**src/rtl/divisor_sequencial_4bits.sv**
```systemverilog
// Restoring 4-bit unsigned divider: result 4 cycles after start (1 cycle on divide-by-zero).
// No backpressure: iniciar is ignored while busy; results hold until the next completion.
module divisor_sequencial_4bits (
    input  logic       clk,
    input  logic       rst,
    input  logic       iniciar,
    input  logic [3:0] dividendo,
    input  logic [3:0] divisor,
    output logic [3:0] quociente,
    output logic [3:0] resto,
    output logic       pronto,
    output logic       ocupado,
    output logic       erro_div0
);

    typedef enum logic [1:0] {
        OCIOSO = 2'd0,
        CALC   = 2'd1,
        FIM    = 2'd2
    } state_t;

    state_t     state;
    state_t     next_state;

    logic [1:0] cnt;
    logic [4:0] r;
    logic [3:0] q;
    logic [3:0] d;

    logic [5:0] trial;
    logic [4:0] r_step;
    logic [3:0] q_step;

    logic       accept;
    logic       div_zero;
    logic       last_step;
    logic       pronto_nxt;
    logic       ocupado_nxt;

    // One restoring step: shift {R,Q} left, subtract D, restore on borrow.
    always_comb begin
        trial  = {r, q[3]} - {2'b00, d};
        r_step = {r[3:0], q[3]};
        q_step = {q[2:0], 1'b0};
        if (!trial[5]) begin
            r_step = trial[4:0];
            q_step = {q[2:0], 1'b1};
        end
    end

    // State register
    always_ff @(posedge clk or posedge rst) begin
        if (rst) begin
            state <= OCIOSO;
        end else begin
            state <= next_state;
        end
    end

    // Next-state logic
    always_comb begin
        next_state = state;
        case (state)
            OCIOSO: begin
                if (iniciar) begin
                    next_state = (divisor == 4'd0) ? FIM : CALC;
                end
            end
            CALC: begin
                if (cnt == 2'd0) begin
                    next_state = FIM;
                end
            end
            FIM:     next_state = OCIOSO;
            default: next_state = OCIOSO;
        endcase
    end

    // Output logic: next-cycle values of the registered status outputs
    always_comb begin
        accept      = (state == OCIOSO) && iniciar;
        div_zero    = accept && (divisor == 4'd0);
        last_step   = (state == CALC) && (cnt == 2'd0);
        pronto_nxt  = (next_state == FIM);
        ocupado_nxt = (next_state != OCIOSO);
    end

    always_ff @(posedge clk or posedge rst) begin
        if (rst) begin
            cnt       <= 2'd0;
            r         <= 5'd0;
            q         <= 4'd0;
            d         <= 4'd0;
            quociente <= 4'd0;
            resto     <= 4'd0;
            pronto    <= 1'b0;
            ocupado   <= 1'b0;
            erro_div0 <= 1'b0;
        end else begin
            pronto  <= pronto_nxt;
            ocupado <= ocupado_nxt;

            if (accept) begin
                d         <= divisor;
                q         <= dividendo;
                r         <= 5'd0;
                cnt       <= 2'd3;
                erro_div0 <= div_zero;
            end

            // Divide-by-zero completes straight from the sampling edge
            if (div_zero) begin
                quociente <= 4'hF;
                resto     <= dividendo;
            end

            if (state == CALC) begin
                r   <= r_step;
                q   <= q_step;
                cnt <= cnt - 2'd1;
            end

            if (last_step) begin
                quociente <= q_step;
                resto     <= r_step[3:0];
            end
        end
    end

endmodule
```
**config.mk**
```make
export PLATFORM = sky130hd
export DESIGN_NAME = divisor_sequencial_4bits
export DESIGN_NICKNAME = d
export VERILOG_FILES = /design/src/rtl/divisor_sequencial_4bits.sv
export SDC_FILE = /design/constraint.sdc
export NUM_CORES = 1
export LEC_CHECK = 0
export CORE_UTILIZATION = 47
export CTS_CLUSTER_DIAMETER = 100
export DETAILED_ROUTE_END_ITERATION = 6
export GPL_ROUTABILITY_DRIVEN = 0
export MAX_ROUTING_LAYER = met4
export PLACE_DENSITY_LB_ADDON = 0.3
export SLEW_MARGIN = 20
export SYNTH_ARGS = -nofsm -noshare
export SYNTH_HDL_FRONTEND = slang
export SYNTH_SLANG_ARGS = --single-unit
```
**constraint.sdc**
```tcl
create_clock -name clk -period 1.85 [get_ports clk]
set_input_delay 0.2775 -clock clk [delete_from_list [all_inputs] [get_ports clk]]
set_output_delay 0.2775 -clock clk [all_outputs]
set_load 0.005 [all_outputs]
```
Word level (Yosys, flattened, before mapping)

Cells that the tools add are included.

Register bits: 28
Latch bits: 0
Memory bits (writable): 0
Memory bits (read-only): 0
Bits of input ports: 11
Output and inout port bits: 11
Word-level logic and storage cells: 39
Memories: 0

$add $sub $neg: 2
Multipliers: 0
Divide/modulo/power cells: 0
$lt $le $gt $ge: 0
Eq/ne operators: 2
Shift-type cells: 0
Muxes and demuxes: 16
Bitwise gates (word level): 0
Reduce and logical (&&, ||, !) cells: 9

Operators by type and width:

| cell                | count |
|---|---|
| $mux 4              | 6 |
| $mux 5              | 3 |
| $mux 2              | 5 |
| $reduce_bool 2->1   | 3 |
| $sub 6x4->6         | 1 |
| $logic_not 2->1     | 2 |
| $logic_not 4->1     | 1 |
| $pmux 2 s2          | 1 |
| $logic_and 1x1->1   | 3 |
| $eq 2x1->1 const B  | 1 |
| $eq 2x2->1 const B  | 1 |
| $sub 2x1->2 const B | 1 |
| $mux 1              | 1 |

Logic depth before layout (Yosys ltp)

Word-level depth: 5
Gate-level depth with buffers: 9
Depth with buffers taken out: 9

Worst setup path before layout

OpenSTA, ideal clock, no wires.

Path kind: reg2reg
Start point: reg q[3]
End point: reg r[4]
Setup time: 0.087 ns
Arrival: 1.716 ns
Required time: 1.763 ns
Setup slack: 0.048 ns
Cell stages (with the launch flop): 10
Path buffers: 0
Path through: dfrtp_1 -> inv_1 -> ha_1 -> inv_1 -> fa_1 -> a21o_1 -> a21oi_1 -> nand2_1 -> mux2_2 -> o211ai_1

Longest elaborated chain between the ends: 3

Ends and longest elaborated chain:

| item                   | RTL line | source |
|---|---|---|
| from (decl)            | 27       | `logic [3:0] q;` |
| from (signal assigned) | 105      | `q <= dividendo;` |
| from (signal assigned) | 119      | `q <= q_step;` |
| $sub 6x4->6            | 42       | `trial = {r, q[3]} - {2'b00, d};` |
| $mux 5                 | 45       | `if (!trial[5]) begin` |
| $mux 5                 | 117      | `if (state == CALC) begin` |
| to (signal assigned)   | 118      | `r <= r_step;` |
| to (decl)              | 26       | `logic [4:0] r;` |

Every way passes these cells.
A chain may end at the register's enable or synchronous reset.

Final worst setup path

Start point: reg r[0]
End point: reg r[4]

Longest elaborated chain between the ends: 3

Ends and longest elaborated chain:

| item        | RTL line |
|---|---|
| $sub 6x4->6 | 42 |
| $mux 5      | 45 |
| $mux 5      | 117 |

Every way passes these cells.

==> key figures <==
Run status
  – Outcome: complete, but fails checks
  – Failing checks: DRC, setup timing

Logic synthesis
  – Sequential area share after synthesis: between 40% and 50%
  – Yosys top cell by area: dfrtp_1
  – Distinct cells, synth: 33
  – Syn nets: between 150 and 200
  – Cells after synthesis: 152
  – Synth Warn #: 0
  – Yosys top cell area share: about half
  – Area of the mapped netlist: around 1400 um^2
  – Syn avg cell area: 9.45 um^2
  – Synth area leaders: dfrtp_1, nand2_1, o21ai_0
  – Seq cells post-synth: 28

Timing
  – Skew final: roughly 0.0054 ns
  – Worst-Margin Slew: approximately 0.57 ns
  – Worst slew margin: approximately 62%
  – Hold Vio Cnt, Final: 0
  – Endpoints failing setup: 2
  – Setup slack after layout: -0.0534 ns
  – Min Tclk post-route: about 1.9 ns
  – Max Clk Rate: 525 MHz
  – Max Slew Vio Count: 0
  – Final TNS setup: -0.0646 ns
  – Tcrit/Tclk final: 103%
  – RSZ-0062 raised after global routing: true

Floorplanning
  – Core Box Area: ~2800 um^2
  – Starting Density: 50.8%
  – Chip height: 57.3 um
  – Full die area: 3280 um^2
  – # rows: 19
  – Io pins: 22
  – Die X-Extent: ~57 um

Drt
  – Vias: 1251
  – Initial DRT Pass Iterations: 7
  – WL final: about 3500 um
  – Post-route ant nets: 0
  – Vias per cell: about 5.5
  – Routed len/inst: about 16 um
  – DRT iter0 DRCs: 26
  – DRC viols: 2

GRT
  – Total track usage: a little under a quarter
  – First-pass GRT wire length: between 5000 and 6000 um
  – Vias in the first global route: 1226
  – Largest net degree at the start of global routing: 29
  – Grt ovf: 0
  – Initial antenna violation count: 0

CTS
  – CTS tree: yes
  – Clk root buf: clkbuf_4
  – Number of H-tree levels: 1
  – Clock latency on the worst-skew pair: around 0.34 ns
  – Longest Clk Path Bufs: 2
  – Clock sink count: 28
  – Number of buffers created by CTS: 3
  – Clk slew on worst S/H paths: 0.15 ns

Worst setup path
  – WP data required: about 2.1 ns
  – Crit path max-delay cell type: dfrtp_1
  – Family with the most delay on the worst path: compound AO/OA/AOI/OAI gates
  – Crit path launch type: register
  – Crit Path Max Fanout: 3
  – Crit. End Element: register
  – CP bufs+invs: 1
  – Worst-path cell chain: buf_6 -> fa_2 -> a21o_1 -> a21oi_2 -> nand2_1 -> mux2_2 -> o211ai_1
  – Worst path max stage delay: between 0.4 and 0.5 ns
  – CP Class: reg2reg
  – Critical Path AT: 2.17 ns

Layout
  – Non-filler cells, final: roughly 230
  – Final nets: approximately 210
  – Share of post-route cells with drive strength above 1: 29.6%
  – Area delta synth->final: 41.6%
  – N_diodes: 0

Placement
  – Hpwl dp: 2340 um
  – Placed Cells: approximately 220
  – PortBufs: 21

Min path
  – Worst hold path class: in2async

Pwr
  – Power Dens Cells: 2110 nW/um^2
  – Max VDD drop: between 0.001 and 0.0015 V
  – P_leak: between 0.9 and 1 nW

Run
  – # Max-Cap Violations: 0
synth_stat cells, drive strengths merged:
library cell	count
xor2	1
buf	2
ha	5
a31oi	3
a21oi	9
o21a	1
nor3b	1
o2bb2ai	1
nor2b	3
clkbuf	2
mux2	6
nor2	16
and2	1
nand2	29
or3	1
o2111ai	1
mux2i	2
inv	10
o211ai	2
nand2b	4
a21o	1
o21ai	19
a22oi	1
or4	1
nand3	1
fa	1
dfrtp	28
final timing paths:
kind	startpoint	endpoint	slack (ns)	cells after the start
max	r[0]	r[4]	-0.05	7
min in group clk	cnt[0]	cnt[0]	0.48	1
min	rst	r[2]	0.28	3
max reg2reg	r[0]	r[4]	-0.05	7
max in group asynchronous	rst	quociente[1]	1.31	3
min reg2reg	cnt[0]	cnt[0]	0.48	1
kinds of logic (layout without fill, tap and decap cells):
logic type	count (synthesis)	after routing	share of synthesized area, %
compound gates	38	38	15.2
simple gates	57	57	18.2
mux	8	8	7.14
buf+inv	14	58	4.27
flops	28	28	48.8
fa+ha+maj	6	6	5.75
xor+xnor	1	1	0.610
sequential cells by signal, summed over array words and instances (netlist names):
signal / count
q: 4
pronto: 1
erro_div0: 1
cnt: 2
quociente: 4
state: 2
r: 5
ocupado: 1
d: 4
resto: 4
metal layers:
metal / vias to the layer above / share of wire [%] / GRT usage [%]
met4: 0 / 2.0 / 10.5
met3: 7 / 4.4 / 3.40
met5: - / 0 / -
met1: 603 / 43 / 30.1
li1: 601 / - / -
met2: 40 / 50 / 36.6
metrics by stage:
stage	power [mW]	cell area, um^2	setup slack, ns	hold WS (ns)	utilization (%)
after floorplan	2.25	1440	0.0476	0.343	-
after global placement	3.06	1820	-0.148	0.457	64.3
after detailed placement	3.14	1820	-0.205	0.465	64.3
after CTS	3.87	1930	-0.00710	0.287	68.4
after global routing	4.61	2030	-0.116	0.316	71.9
final	4.30	2030	-0.0534	0.278	71.9
cell usage in the layout, fill, tap and decap left out, drive strengths merged:
cell type	n
fa	1
inv	10
mux2i	2
nor2	16
o2111ai	1
dfrtp	28
buf	23
o211ai	2
o21a	1
clkbuf	3
a21oi	9
nand3	1
o21ai	19
ha	5
nor2b	3
mux2	6
a21o	1
clkdlybuf4s50	21
or4	1
or3	1
o2bb2ai	1
bufinv	1
a31oi	3
xor2	1
nor3b	1
nand2	29
nand2b	4
and2	1
a22oi	1
area by class of cell:
class	count	area, um^2
tap	31	38.8
clock inverter	1	30.0
fill	203	796
clock buffer	3	22.5
sequential	28	701
timing repair buffer	44	390
inverter	10	37.5
multi-input combinational	110	813
what timing repair did:
| item | 4_1_cts | 5_1_grt |
|---|---|---|
| pin swaps | 4 | 8 |
| hold buffers | 0 | 0 |
| resized for setup | 16 | 19 |
| setup endpoints to repair | 7 | 7 |
| setup buffers | 1 | 1 |
worst register-to-register path: stages, from the launching register on:
cell	delay (ns)
dfrtp_1	0.46
buf_6	0.15
fa_2	0.40
a21o_1	0.20
a21oi_2	0.19
nand2_1	0.07
mux2_2	0.27
o211ai_1	0.09
report_power, final:
group	switching [mW]	leakage [nW]	internal (mW)	total (mW)
Sequential	0.192	0.339	0.899	1.09
Combinational	1.34	0.565	1.46	2.80
Clock	0.188	0.0279	0.220	0.408
No activity file was read; power rests on OpenSTA's default activity.
